--- src/rtl/dispatch_pkg.sv ---
// Shared constants, field positions and helpers for the dual-issue dispatch stage.
package dispatch_pkg;

  localparam logic [7:0] OP_LOAD  = 8'h01;
  localparam logic [7:0] OP_STORE = 8'h02;
  localparam logic [7:0] OP_ADD   = 8'h03;
  localparam logic [7:0] OP_MULTI = 8'h04;

  localparam logic [7:0] REG_FIRST = 8'h10;
  localparam logic [7:0] REG_LAST  = 8'h13;
  localparam int         NUM_REGS  = 4;

  localparam logic [7:0] TAG_A0  = 8'h20;
  localparam logic [7:0] TAG_M0  = 8'h30;
  localparam logic [7:0] TAG_LD0 = 8'h40;
  localparam logic [7:0] TAG_ST0 = 8'h50;

  localparam int NUM_ADD   = 3;
  localparam int NUM_MULT  = 2;
  localparam int NUM_LOAD  = 2;
  localparam int NUM_STORE = 2;

  localparam int BUS_TAG_HI = 39;
  localparam int BUS_TAG_LO = 32;
  localparam int OP_HI  = 31;
  localparam int OP_LO  = 24;
  localparam int DST_HI = 23;
  localparam int DST_LO = 16;
  localparam int S1_HI  = 15;
  localparam int S1_LO  = 8;
  localparam int S2_HI  = 7;
  localparam int S2_LO  = 0;

  typedef logic [39:0] tagbus_t;

  typedef enum logic [2:0] {
    CLS_NONE,
    CLS_ADD,
    CLS_MULT,
    CLS_LOAD,
    CLS_STORE
  } rs_class_e;

  function automatic rs_class_e op_class(input logic [7:0] op);
    rs_class_e c;
    case (op)
      OP_ADD:   c = CLS_ADD;
      OP_MULTI: c = CLS_MULT;
      OP_LOAD:  c = CLS_LOAD;
      OP_STORE: c = CLS_STORE;
      default:  c = CLS_NONE;
    endcase
    return c;
  endfunction

  function automatic logic is_reg(input logic [7:0] id);
    return (id >= REG_FIRST) && (id <= REG_LAST);
  endfunction

  // Tag 0 on a broadcast means idle, so it never matches anything.
  function automatic logic tag_hit(input logic [7:0] t, input logic [3:0][7:0] bc);
    logic hit;
    hit = 1'b0;
    for (int i = 0; i < 4; i++) begin
      if (bc[i] != 8'h00 && bc[i] == t) hit = 1'b1;
    end
    return hit;
  endfunction

  function automatic logic [7:0] rat_lookup(input logic [7:0] id, input logic [3:0][7:0] rat);
    logic [7:0] t;
    t = id;
    if (is_reg(id) && rat[id[1:0]] != 8'h00) t = rat[id[1:0]];
    return t;
  endfunction

endpackage

--- src/rtl/dispatch_unit_rs_alloc.sv ---
// Priority free-slot finder: returns the lowest-numbered idle station of one class.
module rs_alloc
  import dispatch_pkg::*;
#(
  parameter int         N    = 2,
  parameter logic [7:0] BASE = 8'h20
) (
  input  logic [N-1:0] i_busy,
  output logic         o_found,
  output logic [7:0]   o_tag,
  output logic [N-1:0] o_grant
);

  always_comb begin
    o_found = 1'b0;
    o_tag   = 8'h00;
    o_grant = '0;
    // Scan downward so the lowest free index is the last one written.
    for (int i = N - 1; i >= 0; i--) begin
      if (!i_busy[i]) begin
        o_found    = 1'b1;
        o_tag      = BASE + 8'(i);
        o_grant    = '0;
        o_grant[i] = 1'b1;
      end
    end
  end

endmodule

--- src/rtl/dispatch_unit.sv ---
// Dual-issue in-order dispatch: completion, RS allocation, RAT renaming, registered output buses.
module dispatch_unit
  import dispatch_pkg::*;
(
  input  logic        clk,
  input  logic        rst,
  input  logic [31:0] inst1,
  input  logic [31:0] inst2,
  input  logic [39:0] addbus,
  input  logic [39:0] multbus,
  input  logic [39:0] loadbus,
  input  logic [7:0]  storesig,
  output logic [39:0] instbus1,
  output logic [39:0] instbus2,
  output logic        stall1,
  output logic        stall2
);

  logic A0_flag, A1_flag, A2_flag;
  logic M0_flag, M1_flag;
  logic LD0_flag, LD1_flag;
  logic ST0_flag, ST1_flag;

  logic [3:0][7:0] r_rat;
  tagbus_t         r_bus1, r_bus2;

  logic [3:0][7:0] w_bc;
  logic            w_unused_data;
  logic [2:0]      w_add_pc, w_add_b2, w_add_nx;
  logic [1:0]      w_mult_pc, w_mult_b2, w_mult_nx;
  logic [1:0]      w_load_pc, w_load_b2, w_load_nx;
  logic [1:0]      w_store_pc, w_store_b2, w_store_nx;
  logic [3:0][7:0] w_rat_pc, w_rat_nx;

  assign w_bc = {storesig, loadbus[BUS_TAG_HI:BUS_TAG_LO],
                 multbus[BUS_TAG_HI:BUS_TAG_LO], addbus[BUS_TAG_HI:BUS_TAG_LO]};
  assign w_unused_data = ^{addbus[31:0], multbus[31:0], loadbus[31:0]};

  // Post-completion view: everything after this point sees freed stations and cleared RAT entries.
  always_comb begin
    for (int i = 0; i < NUM_ADD; i++)
      w_add_pc[i] = 1'b0;
    w_add_pc[0] = A0_flag & ~tag_hit(TAG_A0, w_bc);
    w_add_pc[1] = A1_flag & ~tag_hit(TAG_A0 + 8'd1, w_bc);
    w_add_pc[2] = A2_flag & ~tag_hit(TAG_A0 + 8'd2, w_bc);
    w_mult_pc[0]  = M0_flag  & ~tag_hit(TAG_M0, w_bc);
    w_mult_pc[1]  = M1_flag  & ~tag_hit(TAG_M0 + 8'd1, w_bc);
    w_load_pc[0]  = LD0_flag & ~tag_hit(TAG_LD0, w_bc);
    w_load_pc[1]  = LD1_flag & ~tag_hit(TAG_LD0 + 8'd1, w_bc);
    w_store_pc[0] = ST0_flag & ~tag_hit(TAG_ST0, w_bc);
    w_store_pc[1] = ST1_flag & ~tag_hit(TAG_ST0 + 8'd1, w_bc);
    for (int r = 0; r < NUM_REGS; r++)
      w_rat_pc[r] = tag_hit(r_rat[r], w_bc) ? 8'h00 : r_rat[r];
  end

  logic       w_a1_f, w_m1_f, w_l1_f, w_s1_f, w_a2_f, w_m2_f, w_l2_f, w_s2_f;
  logic [7:0] w_a1_t, w_m1_t, w_l1_t, w_s1_t, w_a2_t, w_m2_t, w_l2_t, w_s2_t;
  logic [2:0] w_a1_g, w_a2_g;
  logic [1:0] w_m1_g, w_l1_g, w_s1_g, w_m2_g, w_l2_g, w_s2_g;

  rs_alloc #(.N(NUM_ADD),   .BASE(TAG_A0))  u_add1   (.i_busy(w_add_pc),   .o_found(w_a1_f), .o_tag(w_a1_t), .o_grant(w_a1_g));
  rs_alloc #(.N(NUM_MULT),  .BASE(TAG_M0))  u_mult1  (.i_busy(w_mult_pc),  .o_found(w_m1_f), .o_tag(w_m1_t), .o_grant(w_m1_g));
  rs_alloc #(.N(NUM_LOAD),  .BASE(TAG_LD0)) u_load1  (.i_busy(w_load_pc),  .o_found(w_l1_f), .o_tag(w_l1_t), .o_grant(w_l1_g));
  rs_alloc #(.N(NUM_STORE), .BASE(TAG_ST0)) u_store1 (.i_busy(w_store_pc), .o_found(w_s1_f), .o_tag(w_s1_t), .o_grant(w_s1_g));
  rs_alloc #(.N(NUM_ADD),   .BASE(TAG_A0))  u_add2   (.i_busy(w_add_b2),   .o_found(w_a2_f), .o_tag(w_a2_t), .o_grant(w_a2_g));
  rs_alloc #(.N(NUM_MULT),  .BASE(TAG_M0))  u_mult2  (.i_busy(w_mult_b2),  .o_found(w_m2_f), .o_tag(w_m2_t), .o_grant(w_m2_g));
  rs_alloc #(.N(NUM_LOAD),  .BASE(TAG_LD0)) u_load2  (.i_busy(w_load_b2),  .o_found(w_l2_f), .o_tag(w_l2_t), .o_grant(w_l2_g));
  rs_alloc #(.N(NUM_STORE), .BASE(TAG_ST0)) u_store2 (.i_busy(w_store_b2), .o_found(w_s2_f), .o_tag(w_s2_t), .o_grant(w_s2_g));

  rs_class_e  w_cls1, w_cls2;
  logic       w_found1, w_found2, w_acc1, w_acc2, w_wr1, w_wr2;
  logic [7:0] w_tag1, w_tag2;
  logic [31:0] w_ren1, w_ren2;

  assign w_cls1 = op_class(inst1[OP_HI:OP_LO]);
  assign w_cls2 = op_class(inst2[OP_HI:OP_LO]);
  assign w_wr1  = (w_cls1 == CLS_ADD) || (w_cls1 == CLS_MULT) || (w_cls1 == CLS_LOAD);
  assign w_wr2  = (w_cls2 == CLS_ADD) || (w_cls2 == CLS_MULT) || (w_cls2 == CLS_LOAD);

  always_comb begin
    w_found1 = 1'b0;
    w_tag1   = 8'h00;
    case (w_cls1)
      CLS_ADD:   begin w_found1 = w_a1_f; w_tag1 = w_a1_t; end
      CLS_MULT:  begin w_found1 = w_m1_f; w_tag1 = w_m1_t; end
      CLS_LOAD:  begin w_found1 = w_l1_f; w_tag1 = w_l1_t; end
      CLS_STORE: begin w_found1 = w_s1_f; w_tag1 = w_s1_t; end
      default:   ;
    endcase
    w_found2 = 1'b0;
    w_tag2   = 8'h00;
    case (w_cls2)
      CLS_ADD:   begin w_found2 = w_a2_f; w_tag2 = w_a2_t; end
      CLS_MULT:  begin w_found2 = w_m2_f; w_tag2 = w_m2_t; end
      CLS_LOAD:  begin w_found2 = w_l2_f; w_tag2 = w_l2_t; end
      CLS_STORE: begin w_found2 = w_s2_f; w_tag2 = w_s2_t; end
      default:   ;
    endcase
  end

  assign stall1 = (w_cls1 != CLS_NONE) && !w_found1;
  assign w_acc1 = (w_cls1 != CLS_NONE) && w_found1;
  assign stall2 = stall1 || ((w_cls2 != CLS_NONE) && !w_found2);
  assign w_acc2 = (w_cls2 != CLS_NONE) && !stall2;

  // Slot 2 sees slot 1's grant as already taken.
  assign w_add_b2   = w_add_pc   | ((w_acc1 && w_cls1 == CLS_ADD)   ? w_a1_g : 3'b000);
  assign w_mult_b2  = w_mult_pc  | ((w_acc1 && w_cls1 == CLS_MULT)  ? w_m1_g : 2'b00);
  assign w_load_b2  = w_load_pc  | ((w_acc1 && w_cls1 == CLS_LOAD)  ? w_l1_g : 2'b00);
  assign w_store_b2 = w_store_pc | ((w_acc1 && w_cls1 == CLS_STORE) ? w_s1_g : 2'b00);

  assign w_add_nx   = w_add_b2   | ((w_acc2 && w_cls2 == CLS_ADD)   ? w_a2_g : 3'b000);
  assign w_mult_nx  = w_mult_b2  | ((w_acc2 && w_cls2 == CLS_MULT)  ? w_m2_g : 2'b00);
  assign w_load_nx  = w_load_b2  | ((w_acc2 && w_cls2 == CLS_LOAD)  ? w_l2_g : 2'b00);
  assign w_store_nx = w_store_b2 | ((w_acc2 && w_cls2 == CLS_STORE) ? w_s2_g : 2'b00);

  function automatic logic [7:0] src2_map(input logic [7:0] id);
    logic [7:0] t;
    if (w_acc1 && w_wr1 && id == inst1[DST_HI:DST_LO]) t = w_tag1;
    else                                               t = rat_lookup(id, w_rat_pc);
    return t;
  endfunction

  always_comb begin
    w_ren1 = inst1;
    case (w_cls1)
      CLS_ADD, CLS_MULT: begin
        w_ren1[S1_HI:S1_LO] = rat_lookup(inst1[S1_HI:S1_LO], w_rat_pc);
        w_ren1[S2_HI:S2_LO] = rat_lookup(inst1[S2_HI:S2_LO], w_rat_pc);
      end
      CLS_STORE: w_ren1[DST_HI:DST_LO] = rat_lookup(inst1[DST_HI:DST_LO], w_rat_pc);
      default:   ;
    endcase
    w_ren2 = inst2;
    case (w_cls2)
      CLS_ADD, CLS_MULT: begin
        w_ren2[S1_HI:S1_LO] = src2_map(inst2[S1_HI:S1_LO]);
        w_ren2[S2_HI:S2_LO] = src2_map(inst2[S2_HI:S2_LO]);
      end
      CLS_STORE: w_ren2[DST_HI:DST_LO] = src2_map(inst2[DST_HI:DST_LO]);
      default:   ;
    endcase
  end

  // Later writes win: inst2 over inst1, and any new dispatch over a same-cycle clear.
  always_comb begin
    w_rat_nx = w_rat_pc;
    if (w_acc1 && w_wr1 && is_reg(inst1[DST_HI:DST_LO]))
      w_rat_nx[inst1[DST_LO+1:DST_LO]] = w_tag1;
    if (w_acc2 && w_wr2 && is_reg(inst2[DST_HI:DST_LO]))
      w_rat_nx[inst2[DST_LO+1:DST_LO]] = w_tag2;
  end

  always_ff @(posedge clk) begin
    if (rst) begin
      {A2_flag, A1_flag, A0_flag} <= 3'b000;
      {M1_flag, M0_flag}          <= 2'b00;
      {LD1_flag, LD0_flag}        <= 2'b00;
      {ST1_flag, ST0_flag}        <= 2'b00;
      r_rat  <= '0;
      r_bus1 <= '0;
      r_bus2 <= '0;
    end else begin
      {A2_flag, A1_flag, A0_flag} <= w_add_nx;
      {M1_flag, M0_flag}          <= w_mult_nx;
      {LD1_flag, LD0_flag}        <= w_load_nx;
      {ST1_flag, ST0_flag}        <= w_store_nx;
      r_rat  <= w_rat_nx;
      r_bus1 <= w_acc1 ? {w_tag1, w_ren1} : '0;
      r_bus2 <= w_acc2 ? {w_tag2, w_ren2} : '0;
    end
  end

  assign instbus1 = r_bus1;
  assign instbus2 = r_bus2;

endmodule

--- config.mk ---
export PLATFORM = sky130hd
export DESIGN_NAME = dispatch_unit
export DESIGN_NICKNAME = d
export VERILOG_FILES = /design/src/rtl/dispatch_pkg.sv /design/src/rtl/dispatch_unit_rs_alloc.sv /design/src/rtl/dispatch_unit.sv
export SDC_FILE = /design/constraint.sdc
export NUM_CORES = 1
export LEC_CHECK = 0
export BUFFER_PORTS_ARGS = -buffer_cell sky130_fd_sc_hd__buf_2
export CAP_MARGIN = 10
export CORE_ASPECT_RATIO = 0.6
export CORE_MARGIN = 3
export CORE_UTILIZATION = 49
export CTS_BUF_LIST = sky130_fd_sc_hd__clkbuf_4
export DETAILED_ROUTE_END_ITERATION = 10
export PLACE_DENSITY = 0.8
export SYNTH_ARGS = -nofsm -noshare
export SYNTH_HDL_FRONTEND = slang
export SYNTH_SLANG_ARGS = --single-unit
--- constraint.sdc ---
create_clock -name clk -period 3 [get_ports clk]
set_input_delay 0.15 -clock clk [delete_from_list [all_inputs] [get_ports clk]]
set_output_delay 0.15 -clock clk [all_outputs]
set_load 0.005 [all_outputs]
Yosys cells after proc, flatten, opt, wreduce, memory -nomap -nowiden

Index checks and enable logic that the tools add are counted.

Register bits after elaboration: 121
RAM bits: 0
Input port bits: 194
Logic and storage cells: 400
Bits in latches: 0
Memories: 0
Memory bits (read-only): 0
Output and inout bits: 82

$lt $le $gt $ge: 20
Add/sub/neg operators: 0
Shift operators: 0
Multiplexer cells: 157
Divide/modulo/power cells: 0
Bitwise logic cells: 28
Reductions and logical operators: 109
Multiply operators: 0
Eq/ne operators: 71

Operator list:

| cell                                                                             | count |
|---|---|
| 8-bit two-way mux                                                                | 23 |
| 8-bit by 6-bit equality test with 1-bit output, second input constant            | 20 |
| 8-bit equality test                                                              | 19 |
| 8-bit by 7-bit equality test with 1-bit output, second input constant            | 16 |
| 8-bit binary-select mux with 2-bit select                                        | 6 |
| 1-bit logical AND                                                                | 85 |
| 8-bit nonzero test                                                               | 10 |
| 1-bit two-way mux                                                                | 70 |
| 32-bit bitwise mux                                                               | 2 |
| 32-bit two-way mux                                                               | 2 |
| 8-bit case mux with 4 select lines                                               | 2 |
| 6-bit two-way mux                                                                | 10 |
| 7-bit two-way mux                                                                | 8 |
| 8-bit by 5-bit >= comparator with 1-bit output, second input constant            | 6 |
| 8-bit by 5-bit less-or-equal comparator with 1-bit output, second input constant | 6 |
| 2-bit two-way mux                                                                | 18 |
| 8-bit demux with 2-bit select                                                    | 2 |
| 8-bit by 2-bit equality test with 1-bit output, second input constant            | 4 |
| 16-bit two-way mux                                                               | 2 |
| 3-bit two-way mux                                                                | 8 |
| 3-bit case mux with 4 select lines                                               | 2 |
| 2-bit by 3-bit < comparator with 1-bit output, second input constant             | 6 |
| 8-bit by 1-bit equality test with 1-bit output, second input constant            | 2 |
| 8-bit by 3-bit equality test with 1-bit output, second input constant            | 2 |
| other kinds (13)                                                                 | 54 |

Longest topological paths before layout

Gate-level depths: netlist of run 1.

Depth in word-level cells: 28
Gate-level depth with buffers: 13
Mapped depth without buffers: 10

By module

A second synthesis of run 1 with hierarchy kept.

Cells, all modules: 1,253
Area, all modules: 10,057.1 sq um

Modules (own cells, without submodules):

| module                  | cells an instance | area each (sq um) | instances |
|---|---|---|---|
| dispatch_unit           | 1,155             | 9,394.0           | 1 |
| rs_alloc at u_load1 ... | 12                | 80.1              | 6 |
| rs_alloc at u_add1 ...  | 13                | 91.3              | 2 |

Least setup slack after synthesis of run 1

OpenSTA, ideal clock, no wires.

Kind: register to register
Start point: register r_rat[16] (netlist bit)
End point: register r_bus2[8] (netlist: instbus2[8])
Slack: 0.001 ns
Data arrival time: 2.871 ns
Path buffers: 1
Stages on the path, launching flop included: 12
Cells stage by stage: dfxtp_1 -> clkbuf_1 -> xnor2_1 -> nand4_1 -> nor3_1 -> nor4_4 -> and2_1 -> mux4_2 -> or4_1 -> o211a_1 -> mux2i_1 -> nor2_1

Longest elaborated chain between the ends: 14
Elaborated cells on any way between the ends: 20
Classes of those cells: 4 x eq/ne; 10 x mux; 6 x reduce/logical

Ends and longest elaborated chain:

| what                                        | line                 | RTL |
|---|---|---|
| from (decl)                                 | dispatch_unit.sv:24  | `logic [3:0][7:0] r_rat;` |
| from (signal assigned)                      | dispatch_unit.sv:168 | `r_rat <= w_rat_nx;` |
| 8-bit equality test                         | dispatch_pkg.sv:65   | `if (bc[i] != 8'h00 && bc[i] == t) hit = 1'b1;` |
| 1-bit logical AND                           | dispatch_pkg.sv:65   |  |
| 1-bit two-way mux (4 in a row)              | dispatch_pkg.sv:65   |  |
| 8-bit two-way mux *                         | dispatch_unit.sv:53  | `w_rat_pc[r] = tag_hit(r_rat[r], w_bc) ? 8'h00 : r_rat[r];` |
| 8-bit binary-select mux with 2-bit select * | dispatch_pkg.sv:73   | `if (is_reg(id) && rat[id[1:0]] != 8'h00) t = rat[id[1:0]];` |
| 8-bit two-way mux (not written as such) *   | dispatch_pkg.sv:73   |  |
| 8-bit nonzero test                          | dispatch_pkg.sv:73   |  |
| 1-bit logical AND                           | dispatch_pkg.sv:73   |  |
| 8-bit two-way mux *                         | dispatch_pkg.sv:73   |  |
| 8-bit two-way mux *                         | dispatch_unit.sv:119 | `if (w_acc1 && w_wr1 && id == inst1[DST_HI:DST_LO]) t = w_tag1;` |
| 16-bit two-way mux *                        | dispatch_unit.sv:135 | `case (w_cls2)` |
| to (signal assigned)                        | dispatch_unit.sv:170 | `r_bus2 <= w_acc2 ? {w_tag2, w_ren2} : '0;` |
| to (decl)                                   | dispatch_unit.sv:25  | `tagbus_t r_bus1, r_bus2;` |

Every way passes the cells marked *; elsewhere a longest branch is shown, timed or not. The select of a mux whose other input is x is not followed.
A chain may end at the register's enable or synchronous reset.

Final worst setup path of run 1

Start point: register r_rat[14] (netlist bit)
End point: register r_bus2[9] (netlist: instbus2[9])

The elaborated chain is that of the path after synthesis.

==> results of run 1 <==
## registers in the layout, indices dropped and copies added (netlist names)
name and flops:
instbus1 37, instbus2 37, r_rat 32, A0_flag 1, A1_flag 1, A2_flag 1, LD0_flag 1, LD1_flag 1
M0_flag 1, M1_flag 1, ST0_flag 1, ST1_flag 1
## per-layer routing
| metal | up-vias | wire [um] |
|---|---|---|
| met2 | 916 | 16700 |
| met1 | 5309 | 17100 |
| li1 | 4919 | - |
| met3 | 125 | 6560 |
| met4 | 2 | 1280 |
| met5 | - | 13 |
## critical path, stage by stage (launching register included)
cell and delay, ns:
dfxtp_4 0.46, xnor2_1 0.15, nand4_1 0.12, nor3_1 0.19, buf_4 0.14, nor4_2 0.04, buf_4 0.17, and2_1 0.18
mux4_2 0.49, or4_4 0.50, o211a_1 0.28, mux2i_1 0.17, nor2_1 0.08
## layout by cell type, fill, tap and decap left out, drive strengths merged, types with 10 or more instances in the layout
cell type    synthesis  routed
buf                 64     465
xnor2              134     134
nor2               132     132
dfxtp              115     115
nand3               79      79
nand2               71      71
nand4               56      56
dlygate4sd3          0      42
a21oi               40      40
nor3                34      34
a211oi              28      28
and2                27      27
mux4                26      26
xor2                24      24
nor4                24      24
mux2i               23      23
o21ai               23      23
inv                 15      19
clkbuf              56      17
conb                 1      16
and3                14      14
nor4b               14      14
nor2b               13      13
a31oi               12      12
or4                 10      10
## cells by family after synthesis
group,Yosys count
multiplexers,49
other,1
flip-flops,115
AO/OA/AOI/OAI,147
AND/OR/NAND/NOR,528
XOR/XNOR,158
adder cells (fa/ha/maj),4
buffers and inverters,135
## layout make-up
type / instances / area [um2]
sequential: 115 / 2400
multi-input combinational: 902 / 6600
inverter: 15 / 56.3
tap: 240 / 300
timing repair buffer: 507 / 3660
clock buffer: 17 / 128
fill: 1395 / 4860
clock inverter: 15 / 203
## stage by stage
stage          hold slack, ns  instances  setup slack, ns
6_report               0.0333       1811          -0.0592
2_1_floorplan           0.266       1152          0.00120
4_1_cts               0.00513       1791          -0.0583
3_5_place_dp            0.387       1715           -0.632
3_3_place_gp            0.382       1715           -0.650
5_1_grt                0.0203       1811           -0.156
## timing repair
action	4_1_cts	5_1_grt
endpoints found under the hold margin	41	1
gates cloned	0	0
pin swaps	4	25
setup endpoints to repair	23	29
hold buffers	41	1
buffers inserted	3	20
gates resized for setup	64	58
## worst min-delay path by stage
stage	end	startpoint	depth (start not counted)	slack (ns)
final	instbus1[0]	inst1[0]	3	0.03
after global routing	instbus1[1]	inst1[1]	3	0.02
after CTS	instbus2[21]	inst2[21]	3	0.005
after detailed placement	instbus1[11]	inst1[11]	3	0.39
after global placement	instbus1[15]	inst1[15]	3	0.38
after floorplan	instbus1[12]	inst1[12]	2	0.27
## power breakdown
group	internal, mW	switching [mW]	leakage [nW]
Clock	0.667	0.682	0.165
Combinational	0.297	0.347	4.29
Sequential	1.51	0.00261	0.954
==> flow_summary.json, run 1 <==
{
  "grt_max_degree": 27,
  "fin_worst_skew_ns": 0.0244,
  "finalSetupTns_ns": -0.110,
  "p_leak_nw": 5.41,
  "grt_pass1_wl_um": 62200,
  "drcViolationCount": 0,
  "dpl-instance-area_um2": 12000,
  "yosys_warnings": 0,
  "final_net_count": 1752,
  "wirelength_um": 41600,
  "synth_top_family_by_area": "simple AND/OR/NAND/NOR gates",
  "track_usage": 0.394,
  "worst_slack_ns": -0.0592,
  "synth_top_cell_by_area": "dfxtp_1",
  "worstSetupStartpoint": "r_rat[14]",
  "hold_path_class": "in -> reg",
  "initial_core_util": 0.503,
  "die_area_um2": 20400,
  "clock-sinks": 115,
  "vdd.ir_drop.worst_uv": 373,
  "violations": "negative setup slack",
  "use_met1": 0.561,
  "outcome": "finished with violations",
  "area_delta_synth_final_pct": 45.7,
  "gp_routability_congestion": 1.05,
  "antennaDiodeCount": 0,
  "synthMuxAreaShare": 0.0891,
  "pin_count": 276,
  "finalCritPeriodShare": 1.02,
  "cp-end-kind": "flop",
  "post-route-min-period_ns": 3.06,
  "synth_xor_area_frac": 0.151,
  "worstPathArrival_ns": 3.51,
  "cts_tree": "built",
  "synth.ff_latch_count": 115,
  "die_x_um": 182,
  "antenna_found_initial": 1,
  "ys_async_sr_fraction": 0,
  "netlist.area_leader.share": 0.251,
  "endpoint": "instbus2[9]",
  "drv_cap": 0,
  "slew_violations": 0,
  "synth_simple_gate_area_share": 0.322,
  "crit-reg2reg-launch": "r_rat[14]",
  "cts_root_buffer": "clkbuf_4",
  "core_area_um2": 18200,
  "finalSetupViolCount": 2,
  "synth_enable_flop_cells": 0,
  "total_power_mw": 3.51,
  "syn_inst": 1137,
  "cts_buffers": 17,
  "yosys.cell_count.top_type": "xnor2_1",
  "busiest_layer": "met1",
  "grt.overflow.total": 0,
  "critPathKind": "reg -> reg",
  "max_slew.worst_pin.slew_ns": 0.897,
  "insertion_delay_ns": 0.55,
  "htree_levels": 4,
  "powerDensity_nw_per_um2": 263,
  "setup.worst_path.start_class": "flop",
  "vias": 11300,
  "vias_per_cell": 6.22,
  "synth_top_flop_cell": "dfxtp_1",
  "portBuffers": 173,
  "synth_compound_area_frac": 0.112,
  "met3_usage": 0.147,
  "final_hold_viol_count": 0,
  "utilization": 0.733,
  "path_clk_slew_ns": 0.13,
  "r2r-end": "instbus2[9]",
  "drive_above_1_share": 0.407,
  "dr.pass1.iters": 6,
  "slew_headroom": 0.396,
  "use_met2": 0.548,
  "synth.yosys.seq_area_share": 0.251,
  "crit_fanout": 7,
  "clock_path_buffers": 2,
  "netlist_area_um2": 9160,
  "route.antenna.remaining_nets": 0,
  "synth_common_cells": "xnor2_1 (134), nor2_1 (131), dfxtp_1 (115)",
  "rrSetupSlack_ns": -0.06,
  "grt_pass1_vias": 10700,
  "cp_data_required_time_ns": 3.45,
  "rsz0062_at_grt": "true",
  "design_area_um2": 13300,
  "fp.dieH_um": 112,
  "post_synth_fa_ha_maj_area_fraction": 0.00437,
  "ys_types": 84,
  "post-dp-hpwl_um": 31500,
  "initialDrtViolationCount": 1677,
  "wire_per_inst_um": 23.0,
  "fp-row-count": 38,
  "avgSynthCellArea_um2": 8.05,
  "rr_worst_depth": 12,
  "synth_area_leaders": "dfxtp_1 (25%), xnor2_1 (13%), mux4_2 (6.4%)",
  "fmaxAchievable_mhz": 327
}
No activity file was read; power rests on OpenSTA's default activity.
==> run 2: changes to the inputs <==
==> constraint.sdc (replaced) <==
create_clock -name clk -period 2.6 [get_ports clk]
set_input_delay 0.13 -clock clk [delete_from_list [all_inputs] [get_ports clk]]
set_output_delay 0.13 -clock clk [all_outputs]
set_load 0.005 [all_outputs]
==> flow_summary.json, run 2 (synthesized netlist as in run 1, its figures left out) <==
{
  "cp_data_required_time_ns": 3.10,
  "seqPwrFrac": 0.438,
  "fin_cells": 1915,
  "violations": "negative hold slack, negative setup slack",
  "slew_headroom": 0.512,
  "total_power_mw": 4.00,
  "final_common_cell": "buf_4",
  "cp_top_family": "simple AND/OR/NAND/NOR gates",
  "htree_levels": 4,
  "core_area_um2": 18200,
  "portBuffers": 173,
  "fmaxAchievable_mhz": 324,
  "dr.pass1.iters": 8,
  "antenna_found_initial": 3,
  "drive_above_1_share": 0.523,
  "path_depth": 13,
  "slew_violations": 0,
  "dpl-instance-area_um2": 12500,
  "finalCritPeriodShare": 1.19,
  "vias": 12200,
  "cp_slowest_cell": "dfxtp_2",
  "gp_routability_congestion": 1.17,
  "clock_path_buffers": 2,
  "path_clk_slew_ns": 0.13,
  "post-route-min-period_ns": 3.09,
  "post-dp-hpwl_um": 33600,
  "max_stage_delay_ns": 0.40,
  "hold_path_class": "in -> reg",
  "p_leak_nw": 6.26,
  "clock-sinks": 115,
  "rrSetupSlack_ns": -0.49,
  "clkPwrFrac": 0.341,
  "die_area_um2": 20400,
  "worstHoldStart": "inst1[24]",
  "grt_pass1_vias": 11000,
  "final_hold_viol_count": 1,
  "design_area_um2": 15200,
  "cp_cell_sequence": "buf_6, xnor2_2, nand4_1, nor3_4, nor4_4, buf_6, buf_6, a22o_1, a221oi_2, nand2_1, nor3_2, nand2_1, a221oi_2",
  "worstPathArrival_ns": 3.59,
  "drv_cap": 0,
  "rsz0062_at_grt": "true",
  "fin_worst_skew_ns": 0.0272,
  "vdd.ir_drop.worst_uv": 399,
  "track_usage": 0.417,
  "grt.overflow.total": 0,
  "holdPathStages": 2,
  "cp-end-kind": "flop",
  "cts_buffers": 17,
  "layout_common_cells": "buf_4 (304), buf_2 (163), xnor2_1 (116)",
  "holdWs_ns": -0.00941,
  "crit_top_cell": "buf_6",
  "path_buf_inv": 3,
  "fp.dieH_um": 112,
  "wirelength_um": 47700,
  "die_x_um": 182,
  "power_frac_comb": 0.221,
  "outcome": "finished with violations",
  "vias_per_cell": 6.39,
  "grt_max_degree": 30,
  "drcViolationCount": 0,
  "r2r-end": "instbus2[1]",
  "pin_count": 276,
  "powerDensity_nw_per_um2": 263,
  "insertion_delay_ns": 0.60,
  "finalSetupViolCount": 44,
  "worst_slack_ns": -0.488,
  "whs_endpoint": "instbus1[24]",
  "sw_frac_of_total": 0.317,
  "internal_power_mw": 2.74,
  "crit-reg2reg-launch": "r_rat[0]",
  "route.antenna.remaining_nets": 0,
  "utilization": 0.836,
  "cts_tree": "built",
  "fp-row-count": 38,
  "initial_core_util": 0.503,
  "p_switching_mw": 1.27,
  "max_slew.worst_pin.slew_ns": 0.730,
  "area_delta_synth_final_pct": 66.2,
  "critPathKind": "reg -> reg",
  "rr_worst_depth": 13,
  "wire_per_inst_um": 24.9,
  "dp_cells": 1771,
  "crit_fanout": 11,
  "grt_pass1_wl_um": 65200,
  "setup.worst_path.start_class": "flop",
  "initialDrtViolationCount": 2203,
  "final_net_count": 1856,
  "cts_root_buffer": "clkbuf_4"
}
[run 2: cell types whose count changed in the layout (fill, tap and decap cells not counted), sizes merged, moves of 2 or more]
cell and delta:
dlygate4sd3 +2, buf +97, clkinvlp +2, bufinv -2
clkinv +2, clkbuf +5, inv -4
[run 2: worst max path at each step]
stage,startpoint,endpoint
after floorplan,multbus[33],instbus1[0]
after global routing,r_rat[2],instbus2[1]
after CTS,r_rat[7],instbus2[8]
final,r_rat[0],instbus2[1]
after global placement,storesig[4],r_rat[14]
after detailed placement,storesig[6],r_rat[14]
[run 2: power by group through the flow]
| stage | clock (mW) | combinational, mW | sequential, mW |
|---|---|---|---|
| 2_1_floorplan | 0 | 0.387 | 1.82 |
| 3_3_place_gp | 0 | 0.670 | 1.81 |
| 4_1_cts | 1.35 | 0.747 | 1.76 |
| 5_1_grt | 1.42 | 0.918 | 1.76 |
| 6_report | 1.37 | 0.883 | 1.75 |
| 3_5_place_dp | 0 | 0.674 | 1.81 |
[run 2: area by class of cell]
class / instances / area, um2
multi-input combinational: 902 / 7440
timing repair buffer: 611 / 4760
fill: 1056 / 2990
sequential: 115 / 2390
tap: 240 / 300
clock inverter: 13 / 139
clock buffer: 18 / 135
inverter: 15 / 56.3
antenna: 1 / 2.50
[run 2: per-stage QoR]
step	worst slack [ns]	setup TNS [ns]
after detailed placement	-0.959	-55.95
after global routing	-0.605	-12.51
final	-0.488	-8.55
after global placement	-1.01	-58.23
after floorplan	-0.252	-5.95
after CTS	-0.369	-5.21
[run 2: what timing repair did]
item | CTS | global route
endpoints found under the hold margin | 46 | 0
resized for setup | 117 | 239
pin swaps | 31 | 118
setup buffers | 24 | 61
hold buffers | 45 | 0
setup endpoints to repair | 77 | 79
[run 2: layer usage]
layer	vias up	track usage	wire (um)
met5	-	0	130
li1	5136	-	-
met4	6	0.0969	2070
met3	262	0.202	7750
met1	5725	0.592	19000
met2	1108	0.568	18800
==> run 3: changes to the inputs <==
--- a/config.mk
+++ b/config.mk
@@ -9,10 +9,9 @@
 export CAP_MARGIN = 10
 export CORE_ASPECT_RATIO = 0.6
 export CORE_MARGIN = 3
-export CORE_UTILIZATION = 49
+export CORE_UTILIZATION = 35
 export CTS_BUF_LIST = sky130_fd_sc_hd__clkbuf_4
 export DETAILED_ROUTE_END_ITERATION = 10
-export PLACE_DENSITY = 0.8
 export SYNTH_ARGS = -nofsm -noshare
 export SYNTH_HDL_FRONTEND = slang
 export SYNTH_SLANG_ARGS = --single-unit
==> constraint.sdc (replaced) <==
create_clock -name clk -period 3.5 [get_ports clk]
set_input_delay 0.175 -clock clk [delete_from_list [all_inputs] [get_ports clk]]
set_output_delay 0.175 -clock clk [all_outputs]
set_load 0.005 [all_outputs]
==> flow_summary.json, run 3 (synthesized netlist as in run 1, its figures left out) <==
{
  "outcome": "finished clean",
  "track_usage": 0.273,
  "rsz0062_at_grt": "false",
  "finalCritPeriodShare": 0.978,
  "area_delta_synth_final_pct": 33.1,
  "htree_levels": 4,
  "cts_tree": "built",
  "antennaDiodeCount": 0,
  "p_leak_nw": 4.76,
  "slew_violations": 0,
  "clock_path_buffers": 2,
  "max_slew.worst_pin.slew_ns": 0.823,
  "fillers": 2520,
  "fp-row-count": 45,
  "final_hold_viol_count": 0,
  "insertion_delay_ns": 0.60,
  "final_common_cell": "buf_4",
  "wire_per_inst_um": 21.8,
  "cp_data_required_time_ns": 4.05,
  "route.antenna.remaining_nets": 0,
  "grt.overflow.total": 0,
  "portBuffers": 173,
  "hold_path_class": "in -> reg",
  "post_cts_buffers": 0,
  "drcViolationCount": 0,
  "final_net_count": 1646,
  "initial_core_util": 0.359,
  "cp-end-kind": "flop",
  "grt_max_degree": 39,
  "drv_cap": 0,
  "setup.worst_path.start_class": "flop",
  "pin_count": 276,
  "dr.pass1.iters": 6,
  "post-dp-hpwl_um": 30800,
  "worst_slack_ns": 0.0769,
  "rr_worst_depth": 12,
  "finalSetupViolCount": 0,
  "crit_fanout": 12,
  "wirelength_um": 39600,
  "grt_pass1_wl_um": 59400,
  "die_area_um2": 28200,
  "met3_usage": 0.133,
  "vdd.ir_drop.worst_uv": 181,
  "powerDensity_nw_per_um2": 235,
  "busiest_layer": "met1",
  "path_clk_slew_ns": 0.11,
  "drive_above_1_share": 0.321,
  "holdPathStages": 5,
  "worstPathArrival_ns": 3.98,
  "post-route-min-period_ns": 3.42,
  "cts_root_buffer": "clkbuf_4",
  "critPathKind": "reg -> reg",
  "vias_per_cell": 5.66,
  "die_x_um": 215,
  "layout_common_cells": "buf_4 (174), buf_2 (173), xnor2_1 (134)",
  "clock-sinks": 115,
  "core_area_um2": 25500,
  "finalSetupTns_ns": 0,
  "holdWs_ns": 0.0617,
  "antenna_found_initial": 0,
  "fmaxAchievable_mhz": 292,
  "vias": 10300,
  "cts_buffers": 17,
  "utilization": 0.478,
  "gp_routability_congestion": 0.991,
  "slew_headroom": 0.447,
  "fin_worst_skew_ns": 0.0179,
  "place_ws_ns": -0.186,
  "use_met2": 0.366,
  "use_met1": 0.388,
  "fp.dieH_um": 131,
  "initialDrtViolationCount": 1177,
  "grt_pass1_vias": 9859
}
-- run 3: cell types whose count changed in the layout (fill, tap and decap cells not counted), moves of 18 or more --
cell,before,now
nor3_1,11,34
buf_6,81,0
dfxtp_4,19,0
buf_4,304,174
xnor2_1,116,134
nor2_1,109,131
-- run 3: through the flow --
step / power (mW) / instance area, um2 / instances
floorplan: 1.63 / 9210 / 1152
global placement: 1.78 / 11400 / 1737
detailed placement: 1.79 / 11400 / 1737
CTS: 2.88 / 12200 / 1817
global route: 2.99 / 12200 / 1817
finish: 2.86 / 12200 / 1817
-- run 3: report_power, final --
part | internal (mW) | switching, mW | total [mW]
registers | 1.32 | 0.00167 | 1.32
logic | 0.226 | 0.272 | 0.498
clock network | 0.486 | 0.563 | 1.05
-- run 3: layout make-up --
class                      count  area (um2)  share of cell area
clock buffer                  17         128              0.0105
clock inverter                15         165              0.0135
inverter                      15        56.3             0.00462
multi-input combinational    902        6300               0.516
sequential                   115        2330               0.191
tap                          352         440              0.0361
timing repair buffer         401        2770               0.227
-- run 3: final timing paths --
kind            start           end  slack (ns)
max          r_rat[7]  instbus2[17]        0.08
min          inst2[8]   instbus2[8]        0.06
max reg2reg  r_rat[7]  instbus2[17]        0.08
min reg2reg   M1_flag       M1_flag        0.56
-- run 3: critical path: stages, from the launching register on --
cell       delay, ns
dfxtp_2         0.54
xnor2_1         0.16
nand4_1         0.11
nor3_1          0.44
nor4_4          0.16
buf_12          0.18
nand3_1         0.08
and4_1          0.36
nor4bb_1        0.36
nand2_1         0.14
and3_1          0.20
a2111oi_1       0.47
buf_4           0.18
-- run 3: per-layer routing --
metal  vias to the layer above  part of all wire
met5                         -                 0
met3                        66              0.15
li1                       4690                 -
met2                       635              0.38
met4                         0             0.018
met1                      4898              0.45
-- run 3: timing repair --
| action | 4_1_cts | 5_1_grt |
|---|---|---|
| gates resized for setup | 6 | 21 |
| gates cloned | 0 | 0 |
| setup endpoints to repair | 1 | 6 |
| hold endpoints to repair | 48 | 0 |
| hold buffers | 48 | 0 |
